--- src/rtl/ram_arbiter.sv ---
// Two-port round-robin front end for a single-port registered-read RAM.
// It serves one access at a time: IDLE accepts a request, ACCESS drives the RAM, and RESP captures read data.
`timescale 1ns/1ps
module ram_arbiter #(
  parameter int ADDR_W = 12,
  parameter int DATA_W = 4
) (
  input  logic                clk_i,
  input  logic                rst_ni,
  input  logic [1:0]          req_i,
  input  logic [1:0]          we_i,
  input  logic [2*ADDR_W-1:0] addr_i,
  input  logic [2*DATA_W-1:0] wdata_i,
  output logic [1:0]          gnt_o,
  output logic [1:0]          rvalid_o,
  output logic [DATA_W-1:0]   rdata_o,
  output logic                ram_wen_o,
  output logic                ram_ren_o,
  output logic [DATA_W-1:0]   ram_din_o,
  output logic [ADDR_W-1:0]   ram_addr_o,
  input  logic [DATA_W-1:0]   ram_dout_i
);

  typedef enum logic [1:0] {IDLE, ACCESS, RESP} state_t;

  state_t              state_reg;
  logic                rr_ptr_reg;
  logic                win_reg;
  logic                we_reg;
  logic                sel_next;
  logic [ADDR_W-1:0]   addr_port [2];
  logic [DATA_W-1:0]   wdata_port [2];

  for (genvar gi = 0; gi < 2; gi++) begin : g_unpack
    assign addr_port[gi]  = addr_i[gi*ADDR_W +: ADDR_W];
    assign wdata_port[gi] = wdata_i[gi*DATA_W +: DATA_W];
  end

  // A lone requester wins outright; on contention the round-robin pointer decides.
  always_comb begin
    sel_next = rr_ptr_reg;
    if (req_i == 2'b01)
      sel_next = 1'b0;
    else if (req_i == 2'b10)
      sel_next = 1'b1;
  end

  // The RAM address and data outputs also serve as the latched request registers.
  always_ff @(posedge clk_i or negedge rst_ni) begin
    if (!rst_ni) begin
      state_reg  <= IDLE;
      rr_ptr_reg <= 1'b0;
      win_reg    <= 1'b0;
      we_reg     <= 1'b0;
      gnt_o      <= 2'b00;
      rvalid_o   <= 2'b00;
      rdata_o    <= '0;
      ram_wen_o  <= 1'b0;
      ram_ren_o  <= 1'b0;
      ram_din_o  <= '0;
      ram_addr_o <= '0;
    end else begin
      gnt_o    <= 2'b00;
      rvalid_o <= 2'b00;
      case (state_reg)
        IDLE: begin
          if (|req_i) begin
            win_reg    <= sel_next;
            we_reg     <= we_i[sel_next];
            ram_addr_o <= addr_port[sel_next];
            ram_din_o  <= wdata_port[sel_next];
            ram_wen_o  <= we_i[sel_next];
            ram_ren_o  <= ~we_i[sel_next];
            gnt_o      <= sel_next ? 2'b10 : 2'b01;
            state_reg  <= ACCESS;
          end
        end
        ACCESS: begin
          ram_wen_o  <= 1'b0;
          ram_ren_o  <= 1'b0;
          rr_ptr_reg <= ~win_reg;
          state_reg  <= we_reg ? IDLE : RESP;
        end
        RESP: begin
          rdata_o           <= ram_dout_i;
          rvalid_o[win_reg] <= 1'b1;
          state_reg         <= IDLE;
        end
        default: state_reg <= IDLE;
      endcase
    end
  end

endmodule

--- config.mk ---
export PLATFORM = sky130hd
export DESIGN_NAME = ram_arbiter
export DESIGN_NICKNAME = d
export VERILOG_FILES = /design/src/rtl/ram_arbiter.sv
export SDC_FILE = /design/constraint.sdc
export NUM_CORES = 1
export LEC_CHECK = 0
export CORE_UTILIZATION = 50
export CTS_CLUSTER_SIZE = 8
export DETAILED_ROUTE_END_ITERATION = 16
export DONT_BUFFER_PORTS = 1
export SETUP_SLACK_MARGIN = 0.3
export SYNTH_ARGS = -nofsm -noshare
export SYNTH_HDL_FRONTEND = slang
export SYNTH_SLANG_ARGS = --single-unit
--- constraint.sdc ---
create_clock -name clk_i -period 3.7 [get_ports clk_i]
set_input_delay 1.11 -clock clk_i [delete_from_list [all_inputs] [get_ports clk_i]]
set_output_delay 1.11 -clock clk_i [all_outputs]
set_load 0.02 [all_outputs]
==> results_dict.tcl <==
set metrics [dict create \
    status "finished clean" \
    final_common_cell "o2111ai_1" \
    remaining_drc_errors 0 \
    n_antenna_cell 0 \
    cts_sinks 31 \
    powerDensity_nw_per_um2 911 \
    stdcell_count 190 \
    cellInternalPower_uw 786 \
    ys_seq_area_share_pct 49.2 \
    drt-total-wl_um 3690 \
    syn_nets 196 \
    power_switching_uw 696 \
    numCtsBuffers 5 \
    cts_buffer_depth 2 \
    crit_slowest_cell "nor2_1" \
    drv_slew 0 \
    layout-drive-gt1-share_pct 13.7 \
    timing.rr.end "ram_wen_o" \
    r2r-start "rr_ptr_reg" \
    io-pin-count 68 \
    htreeDepth 2 \
    fp.dieArea_um2 3380 \
    multi_input_area_um2 701 \
    synthToLayoutAreaGrowth_pct 3.09 \
    coreArea_um2 3030 \
    num_vias 1264 \
    worstSetupStartpointType "input pin" \
    required_ns 3.92 \
    io_buffers 0 \
    finClkSkew_ns 0.00718 \
    irDropWorstVdd_uv 348 \
    largest_reg_flops 12 \
    syn_area_per_cell_um2 10.2 \
    rsz0062_at_grt "false" \
    top_regs "ram_addr_o: 12 flops, ram_din_o: 4 flops, rdata_o: 4 flops" \
    setup_violations 0 \
    period_share_pct 55.0 \
    cts_resized 0 \
    final_cell_area_um2 1630 \
    cts_root_buf "clkbuf_4" \
    cpPeakStageDelay_ns 0.85 \
    end_kind "flop" \
    final_antenna_net_count 0 \
    dr.pass1.iters 4 \
    min_from "we_reg" \
    min_path_cells 1 \
    clock_power_share_pct 15.2 \
    worst_ep_arrival_time_ns 2.26 \
    grt.overflow.total 0 \
    worst-slew-pin-transition_ns 1.14 \
    fmax_ghz 0.491 \
    path_class "input pin to flop" \
    nNetsFinal 187 \
    clkTransAtPathRegs_ns 0.10 \
    wl_per_cell_um 19.4 \
    rows 20 \
    start_util_pct 52.1 \
    reg2reg_depth 3 \
    post_dp_cell_area_um2 1560 \
    combPwrFrac_pct 30.9 \
    gp_congestion 0.768 \
    grt_usage_pct 24.0 \
    layout_common_cells "o2111ai_1 (32), dfrtp_1 (31), o21ai_0 (21), nand3_1 (16)" \
    crit_path_cell_trace "nor2_1 -> o211ai_1 -> o31ai_1" \
    period_needed_ns 2.04 \
    grt_start_max_net_pins 34 \
    slew_headroom_pct 23.6 \
    grt_pass1_vias 1237 \
    cts_tree "yes" \
    ys_types 27 \
    holdWs_ns 0.431 \
    power_leakage_nw 0.646 \
    dp.cells 182 \
    maxCapViolations 0 \
    holdPathEnd "state_reg[1]" \
    fillers 276 \
    r2r_slack_ns 1.90 \
    crit_fanout 24 \
    dp_hpwl_um 2380 \
    seq_area_um2 776 \
    hold_buffers 0 \
    finalHoldViolations 0 \
    syn_area_um2 1580 \
    first_iter_violations 45 \
    grt_pass1_wl_um 5960 \
    p_total_mw 1.48 \
    insertion_delay_ns 0.32 \
    cts_setup_buffers 0 \
    syn_inst 154 \
    ys_warn_count 0 \
    dieWidth_um 58.2 \
    synth_seq_cells 31 \
    regMostFlops "ram_addr_o" \
    fin_setup_tns_ns 0 \
    dieHeight_um 58.2 \
    hp-class "flop to flop" \
    seqPwrFrac_pct 53.9 \
    antenna_found_initial 0 \
    viasPerCell 6.65 \
    p_sw_share_pct 47.0 \
]
[worst max path at each step]
stage | start | end | slack [ns]
2_1_floorplan | req_i[1] | ram_ren_o | 1.83
4_1_cts | req_i[0] | ram_wen_o | 1.66
3_3_place_gp | req_i[0] | we_reg | 1.41
5_1_grt | req_i[0] | ram_din_o[0] | 1.55
3_5_place_dp | req_i[0] | ram_wen_o | 1.31
6_report | req_i[0] | ram_wen_o | 1.66
[worst max-delay path, delay by kind of cell]
| family | cells | cell delay [ns] |
|---|---|---|
| AND/OR/NAND/NOR | 1 | 0.85 |
| AO/OA/AOI/OAI | 2 | 0.30 |
[power by group through the flow]
stage	sequential (mW)	clock (mW)	combinational, mW
floorplan	0.745	0	0.427
global placement	0.804	0	0.438
global route	0.824	0.251	0.522
finish	0.799	0.225	0.458
CTS	0.801	0.231	0.460
detailed placement	0.806	0	0.458
[layout make-up]
class / instances / share of cell area, %
sequential: 31 / 47.7
multi-input combinational: 101 / 43.1
clock buffer: 8 / 4.23
tap: 44 / 3.38
inverter: 5 / 1.15
timing repair buffer: 1 / 0.462
[synthesized netlist by cell type (all sizes together)]
cell / instances / area [um2]
or3b: 1 / 8.76
nor2: 6 / 25.0
mux2: 5 / 60.1
and2b: 1 / 7.51
a21oi: 1 / 5.00
inv: 5 / 18.8
o21ai: 22 / 114
dfrtp: 31 / 776
nand3: 16 / 80.1
nand2b: 3 / 18.8
or2: 1 / 6.26
buf: 10 / 56.3
nand3b: 1 / 7.51
o31ai: 4 / 35.0
nand2: 2 / 7.51
o2111ai: 32 / 280
clkbuf: 7 / 26.3
a211oi: 2 / 15.0
o211ai: 2 / 15.0
nor2b: 2 / 15.0
[stage by stage]
step,utilization [%],setup WS [ns]
6_report,53.7,1.66
5_1_grt,53.7,1.55
4_1_cts,53.7,1.66
3_5_place_dp,51.4,1.31
3_3_place_gp,51.4,1.41
2_1_floorplan,-,1.83
[metal layers]
layer  up-vias  global-route usage (%)  part of all wire [%]
met5         -                       0                     0
met4         0                    7.48                   1.1
met3         5                    9.38                   7.6
met2        55                    38.3                    48
met1       614                    30.1                    44
li1        590                       -                     -
[logic make-up after synthesis]
family	Yosys count	share of synthesized area [%]
DFF	31	49.2
AOI/OAI and AO/OA	63	29.4
muxes	5	3.81
and+or+nand+nor	33	11.2
buffers and inverters	22	6.42
Power figures use the tool's default switching activity.
